File: src/rtl/even_result_pipe.sv
// rtl/even_result_pipe.sv - fixed-depth result staging pipe with forwarding taps and in-order writeback
module even_result_pipe #(
   parameter int REG_ADDR_WD = 7,
   parameter int REG_DATA_WD = 128,
   parameter int NUM_STAGES  = 7,
   parameter int LAT_WD      = 3
) (
   input  logic                              clk,
   input  logic                              rst,
   input  logic                              in_valid,
   input  logic [REG_ADDR_WD-1:0]            in_RT_addr,
   input  logic [REG_DATA_WD-1:0]            in_RT_data,
   input  logic [LAT_WD-1:0]                 in_latency,
   input  logic                              flush,
   input  logic [REG_ADDR_WD-1:0]            chk_addr,
   output logic [NUM_STAGES-1:0]             fwd_valid,
   output logic [NUM_STAGES-1:0]             fwd_ready,
   output logic [NUM_STAGES*REG_ADDR_WD-1:0] fwd_addr,
   output logic [NUM_STAGES*REG_DATA_WD-1:0] fwd_data,
   output logic                              chk_pending,
   output logic                              wb_valid,
   output logic [REG_ADDR_WD-1:0]            wb_addr,
   output logic [REG_DATA_WD-1:0]            wb_data,
   output logic                              lat_err
);

   // Index 0 holds stage 1; index NUM_STAGES-1 feeds the register-file write port.
   logic [NUM_STAGES-1:0]  st_valid;
   logic [REG_ADDR_WD-1:0] st_addr [NUM_STAGES];
   logic [REG_DATA_WD-1:0] st_data [NUM_STAGES];
   logic [LAT_WD-1:0]      st_rem  [NUM_STAGES];

   logic              capture;
   logic              lat_bad;
   logic [LAT_WD-1:0] rem_in;

   assign capture = in_valid && !flush;
   assign lat_bad = (in_latency == '0) || (32'(in_latency) > 32'(NUM_STAGES));
   assign rem_in  = lat_bad ? LAT_WD'(NUM_STAGES - 1) : (in_latency - LAT_WD'(1));

   always_ff @(posedge clk or negedge rst) begin
      if (!rst) begin
         st_valid <= '0;
         lat_err  <= 1'b0;
         for (int k = 0; k < NUM_STAGES; k++) begin
            st_addr[k] <= '0;
            st_data[k] <= '0;
            st_rem[k]  <= '0;
         end
      end else begin
         lat_err     <= capture && lat_bad;
         st_valid[0] <= capture;
         st_addr[0]  <= in_RT_addr;
         st_data[0]  <= in_RT_data;
         st_rem[0]   <= capture ? rem_in : '0;
         // Unconditional shift: every entry travels the full depth, so writeback order matches issue order.
         for (int k = 1; k < NUM_STAGES; k++) begin
            st_valid[k] <= st_valid[k-1] && !flush;
            st_addr[k]  <= st_addr[k-1];
            st_data[k]  <= st_data[k-1];
            st_rem[k]   <= (st_rem[k-1] == '0) ? '0 : (st_rem[k-1] - LAT_WD'(1));
         end
      end
   end

   always_comb begin
      fwd_valid   = '0;
      fwd_ready   = '0;
      fwd_addr    = '0;
      fwd_data    = '0;
      chk_pending = 1'b0;
      for (int k = 0; k < NUM_STAGES; k++) begin
         fwd_valid[k]                          = st_valid[k];
         fwd_ready[k]                          = st_valid[k] && (st_rem[k] == '0);
         fwd_addr[k*REG_ADDR_WD +: REG_ADDR_WD] = st_addr[k];
         fwd_data[k*REG_DATA_WD +: REG_DATA_WD] = st_data[k];
         if (st_valid[k] && (st_rem[k] != '0) && (st_addr[k] == chk_addr))
            chk_pending = 1'b1;
      end
   end

   assign wb_valid = st_valid[NUM_STAGES-1];
   assign wb_addr  = st_addr[NUM_STAGES-1];
   assign wb_data  = st_data[NUM_STAGES-1];

endmodule

File: config.mk
export PLATFORM = sky130hd
export DESIGN_NAME = even_result_pipe
export DESIGN_NICKNAME = d
export VERILOG_FILES = /design/src/rtl/even_result_pipe.sv
export SDC_FILE = /design/constraint.sdc
export NUM_CORES = 1
export LEC_CHECK = 0
export ABC_CLOCK_PERIOD_IN_PS = 2390
export CAP_MARGIN = 20
export CORE_AREA = 4 4 489 491
export CTS_CLUSTER_DIAMETER = 80
export CTS_CLUSTER_SIZE = 10
export DETAILED_ROUTE_END_ITERATION = 12
export DIE_AREA = 0 0 493 495
export GPL_ROUTABILITY_DRIVEN = 0
export GPL_TIMING_DRIVEN = 0
export REMOVE_ABC_BUFFERS = 1
export SYNTH_ARGS = -nofsm -noshare
export SYNTH_HDL_FRONTEND = slang
export SYNTH_SLANG_ARGS = --single-unit
export TNS_END_PERCENT = 20
File: constraint.sdc
create_clock -name clk -period 2.39 [get_ports clk]
set_clock_uncertainty 0.15 [all_clocks]
set_input_delay 0.239 -clock clk [delete_from_list [all_inputs] [get_ports clk]]
set_output_delay 0.239 -clock clk [all_outputs]
set_load 0.02 [all_outputs]
==> out/qor.csv, run 1 <==
metric,value,unit
run status,"finished, violations left",
violated checks,setup timing,
overflow left after global routing,0,
total global-route track usage,12.4,%
delay of the slowest critical-path stage,1.00,ns
Place WS,-1.20,ns
FF-to-FF path depth,4,
Min-Delay Startpoint,fwd_data[766],
maximum root-to-sink buffer count,3,
final worst path period share,130,%
largest net degree at the start of global routing,124,
initial core utilization,11.3,%
Min Hold Slack,0.208,ns
"Avg Cell Area, Syn",21.0,µm²
reg2reg end,st_rem[6],
DRC violations left,0,
combined area of all synthesized cells,26500,µm²
wire per inst,26.6,µm
IO Pins,1246,
post-DP HPWL,130000,µm
setup violators final,258,
final count of hold timing violations,0,
classification of the worst setup path,in -> out,
cell chosen for the clock root,clkbuf_16,
leakage power summed over all cells,20.0,nW
cell taking the most area after synthesis,dfrtp_1,
share of the synthesized area in the top cell type,92.1,%
wire length of the first global-routing pass,197000,µm
# Max-Cap Violations,0,
clock-pin slew of the registers on the worst-case setup and hold paths,0.05,ns
"Primary FF master, synth",dfrtp_1,
Seq cells post-synth,974,
worst rel slew slack,45.5,%
most area-consuming cells after synthesis,"dfrtp_1, buf_4, xor2_1, xnor2_1, buf_6",
transition at the pin with the smallest max-transition slack,0.815,ns
RSZ-0062 raised after global routing,true,
Final Slew Violations,0,
slowest CP cell,clkdlybuf4s50_1,
via count of the first global-routing pass,18416,
vias per inst,2.82,
Pre-antenna DRT Iters,5,
Horiz. Die Dim,493,µm
sequential cell area fraction in the yosys report,92.1,%
count of yosys warnings during synthesis,0,
Max IR drop VDD,0.632,mV
share of cells above drive strength 1,11.0,%
number of buffers created by CTS,133,
number of flops mapped to enable cells by yosys,0,
Total Nets Final,2825,
signal arrival time at the worst endpoint,2.71,ns
Worst Setup Start Kind,input port,
Min-Delay Endpoint,wb_data[126],
Synth Instances,1262,
CP Data Required Time,2.00,ns
most frequently used cell type in the post-synthesis netlist,dfrtp_1,
Core Area,235000,µm²
final worst setup slack,-0.708,ns
setup tns final,-75.48,ns
die area,244000,µm²
Detail Route Antenna Nets,0,
"Distinct cells, synth",26,
fraction of synthesis flops using an asynchronous set or reset pin,100,%
height of the die,495,µm
RR Startpoint,st_rem[11],
antenna violations before repair,71,
critical-path maximum fanout,7,
Tmin final,3.10,ns
DRC violation total after the first TritonRoute iteration,792,
worst min path class,reg -> reg,
endpoint kind of the worst setup timing path,output port,
Cell Pwr Density,868,nW/µm²
sink count of the clock tree,974,
cell-by-cell listing of the critical path,"clkdlybuf4s50_1, xor2_1, nor3_1, nand4_1, o41ai_2, or4_4, buf_6",
hold path depth,0,
upper clock frequency limit,0.323,GHz
most used standard cells in the synthesized netlist,"dfrtp_1, buf_4, xor2_1",
total via count in the routed design,16608,
H-tree levels,4,
Area Overhead vs Synth,80.8,%
routed wire length,157000,µm
port bufs,1245,
Std-Cell Rows,178,
worst-skew pair later-pin latency,0.77,ns
R2R Setup Slk,1.14,ns
CTS tree,yes,
[worst max-delay path, delay by kind of cell]
kind                      cells  cell delay [ns]
AOI/OAI and AO/OA             1             0.16
buffers and inverters         2             1.16
and+or+nand+nor               3             0.93
xor gates and xnor gates      1             0.21
[repair_timing]
action                                  CTS  global route
resized for setup                       351            21
hold buffers                            149             1
buffers inserted                         12             0
endpoints found under the setup margin  248           405
cloned                                    0             1
pin swaps                                 7             1
endpoints found under the hold margin   504           248
[registers in the layout, summed over array words and instances, names as in the netlist]
register / flops
fwd_data: 768
wb_data: 128
fwd_addr: 42
st_rem: 21
fwd_valid: 7
wb_addr: 7
lat_err: 1
[logic make-up (layout without fill, tap and decap cells)]
logic type | count (synthesis) | in the layout | share of synthesized area [%]
compound gates | 4 | 4 | 0.0993
xor+xnor | 49 | 49 | 1.62
fa+ha+maj | 4 | 4 | 0.189
buf+inv | 148 | 1606 | 4.23
flops | 974 | 974 | 92.1
other cells | 0 | 27 | 0
simple gates | 83 | 83 | 1.73
[cell usage in the layout, fill, tap and decap left out, types with 8 or more instances in the layout]
cell type,instances
clkdlybuf4s50_1,998
dfrtp_1,926
dlygate4sd2_1,207
dlygate4sd3_1,142
clkbuf_16,137
dfrtp_2,48
xor2_1,38
diode_2,27
buf_16,18
nor2_1,16
nand2_1,16
dlymetal6s2s_1,13
clkdlybuf4s15_2,13
nor2b_1,11
xnor2_1,11
inv_6,11
buf_4,10
clkinv_4,8
[power breakdown]
part	leakage, nW	switching, mW	internal [mW]
clock network	1.95	7.95	10.8
logic	6.67	2.61	1.95
registers	11.4	0.892	17.3
total	20.0	11.5	30.1
[per-stage QoR]
step	utilization (%)	power (mW)	instance area, µm²	std cells
after floorplan	-	19.3	25400	1119
after global placement	17.8	22.8	41800	5514
after detailed placement	17.9	23.0	42100	5525
after CTS	20.3	42.5	47700	5869
after global routing	20.4	43.3	47800	5873
final	20.4	41.5	47800	5897
[layout make-up]
class / count / area, µm²
Sequential cell: 974 / 24400
Clock inverter: 42 / 614
Antenna cell: 27 / 67.6
Clock buffer: 141 / 3440
Tap cell: 3150 / 3940
Timing Repair Buffer: 1418 / 14300
Fill cell: 25003 / 187000
Multi-Input combinational cell: 140 / 1030
Inverter: 5 / 18.8
[how the worst max path moves through the flow]
| stage | startpoint | endpoint | slack (ns) | depth (start not counted) |
|---|---|---|---|---|
| floorplan | wb_addr[2] | chk_pending | 0.43 | 5 |
| global placement | rst | st_rem[15] | -43.98 | 1 |
| detailed placement | chk_addr[0] | chk_pending | -1.20 | 7 |
| CTS | rst | fwd_valid[0] | -0.82 | 11 |
| global route | st_rem[14] | chk_pending | -0.96 | 7 |
| finish | chk_addr[3] | chk_pending | -0.71 | 7 |
[routing by layer]
layer | routed length, µm | GRT usage [%] | vias up
met5 | 272 | 0 | -
met4 | 4930 | 3.90 | 40
met3 | 20600 | 7.09 | 231
met2 | 69000 | 18.8 | 1026
met1 | 62200 | 14.9 | 8569
li1 | - | - | 6742
No activity file was read; power rests on OpenSTA's default activity.
==> run 2: changes to the inputs <==
- CTS_CLUSTER_DIAMETER: 80 -> 40
- GPL_TIMING_DRIVEN: 0 -> unset
==> run 2 against run 1 <==
Effect of this change:
- the run still ends with setup timing left
- sequential share of layout area shrank 1.7 points
- total power grew 11%
- first-iteration DRC count grew 7.4%
- largest power group unchanged
- setup slack gained 0.30 ns
- routed wire length grew 1.7%
- utilization grew 0.69 points
- global-route usage grew 0.24 points
- worst hold slack lost 0.087 ns
- highest routed layer unchanged
- critical path depth shrank 1
- largest cell class unchanged
- sequential cell count is the same
- non-clock buffer count grew 57
- maximum frequency grew 11%
==> out/qor.csv, run 2 (same netlist as run 1, synthesis figures left out) <==
metric,value,unit
run status,"finished, violations left",
violated checks,setup timing,
critical-path maximum fanout,3,
most frequent standard cell in the layout excluding fill and tap cells,clkdlybuf4s50_1,
clock-pin slew of the registers on the worst-case setup and hold paths,0.05,ns
cell chosen for the clock root,clkbuf_16,
setup tns final,-0.411,ns
Tmin final,2.80,ns
Placed Cells incl. Taps,5586,
H-tree levels,4,
RSZ-0062 raised after global routing,true,
die area,244000,µm²
Detail Route Antenna Nets,0,
"Cell Count, Final, Fillers Out",6050,
CTS tree,yes,
Area Overhead vs Synth,86.9,%
Total Nets Final,2912,
port bufs,1245,
leakage power summed over all cells,20.8,nW
worst min path class,in -> reg,
final count of hold timing violations,0,
final worst path period share,117,%
height of the die,495,µm
Place WS,-0.181,ns
fraction of power consumed by sequential logic,39.4,%
worst-skew pair later-pin latency,0.76,ns
Max IR drop VDD,0.690,mV
combinational cell fraction of total power,10.0,%
IO Pins,1246,
Psw,12.1,mW
overflow left after global routing,0,
post-DP HPWL,135000,µm
number of flip-flops under the largest register name,768,
initial core utilization,11.3,%
slowest CP cell,or4_4,
Core Area,235000,µm²
internal power of the cells,34.1,mW
signal arrival time at the worst endpoint,2.41,ns
worst rel slew slack,48.7,%
fill cell count,24881,
endpoint kind of the worst setup timing path,output port,
# Max-Cap Violations,0,
final worst setup slack,-0.411,ns
transition at the pin with the smallest max-transition slack,0.773,ns
DRC violations left,0,
delay of the slowest critical-path stage,0.53,ns
"Core Util, Final",21.1,%
antenna violations before repair,75,
total global-route track usage,12.7,%
power share of the clock group,50.6,%
maximum root-to-sink buffer count,3,
upper clock frequency limit,0.357,GHz
share of cells above drive strength 1,15.6,%
total via count in the routed design,17262,
cell-by-cell listing of the critical path,"xor2_1, nor4_2, nand4_1, o41ai_2, or4_4, buf_8",
largest net degree at the start of global routing,93,
register area,24400,µm²
routed wire length,160000,µm
DRC violation total after the first TritonRoute iteration,851,
"leading cell types in the layout, fill and taps excluded","clkdlybuf4s50_1, dfrtp_1, dlygate4sd2_1",
sink count of the clock tree,974,
Horiz. Die Dim,493,µm
Cell Pwr Density,935,nW/µm²
wire per inst,26.4,µm
setup violators final,1,
Pre-antenna DRT Iters,5,
multi-input combinational cell area,1080,µm²
Final Slew Violations,0,
vias per inst,2.85,
wire length of the first global-routing pass,201000,µm
classification of the worst setup path,reg -> out,
Std-Cell Rows,178,
Worst Setup Start Kind,register,
via count of the first global-routing pass,19049,
number of buffers created by CTS,163,
CP Data Required Time,2.00,ns
switching share of power,26.3,%
post-layout total power,46.2,mW
-- run 2: routing by layer --
metal / share of wire (%) / vias to the layer above / track usage [%]
met3: 14 / 258 / 8.09
li1: - / 6986 / -
met1: 39 / 8876 / 14.8
met2: 43 / 1098 / 18.7
met4: 3.5 / 44 / 4.48
met5: 0.18 / - / 0
-- run 2: final cells by class --
type / instances / area share (%)
well taps: 3150 / 7.97
repair buffers: 1475 / 29.1
flip-flops and latches: 974 / 49.4
clock buffers: 201 / 8.94
inverters: 5 / 0.0380
multi-input cells: 140 / 2.19
diodes: 26 / 0.132
clock inverters: 79 / 2.27
-- run 2: timing repair --
item / CTS / global route
hold buffers: 139 / 0
pin swaps: 7 / 10
gates resized for setup: 257 / 20
hold endpoints to repair: 1112 / 0
endpoints found under the setup margin: 216 / 7
buffers inserted: 12 / 7
-- run 2: stage by stage --
step	cell area [µm²]	hold slack [ns]
3_5_place_dp	42400	0.00916
2_1_floorplan	25400	-0.207
4_1_cts	49200	0.00244
5_1_grt	49400	0.0790
6_report	49500	0.121
3_3_place_gp	42400	0.0105
-- run 2: worst max-delay path, delay by kind of cell, from the launching register on --
kind            cells  cell delay (ns)
simple gates        3             0.75
flops               1             0.41
xor+xnor            1             0.24
buf+inv             1             0.16
compound gates      1             0.09
-- run 2: final timing paths --
path                                from             to  slack (ns)  cells past startpoint
setup / recovery            fwd_addr[15]    chk_pending       -0.41                      6
hold / removal             in_latency[2]        lat_err        0.12                      3
setup reg to reg               st_rem[3]      st_rem[2]        0.58                     11
hold reg to reg            fwd_data[668]    wb_data[28]        0.19                      0
max in group asynchronous            rst  fwd_data[668]        0.80                      5
min in group asynchronous            rst  fwd_data[590]        0.57                      4
-- run 2: power groups by stage --
| stage | sequential (mW) | clock (mW) | combinational (mW) |
|---|---|---|---|
| 6_report | 18.2 | 23.4 | 4.63 |
| 5_1_grt | 18.3 | 24.8 | 4.87 |
| 4_1_cts | 18.2 | 24.0 | 4.73 |
| 3_5_place_dp | 18.5 | 0 | 4.56 |
| 3_3_place_gp | 18.5 | 0 | 4.57 |
| 2_1_floorplan | 19.2 | 0 | 0.0957 |
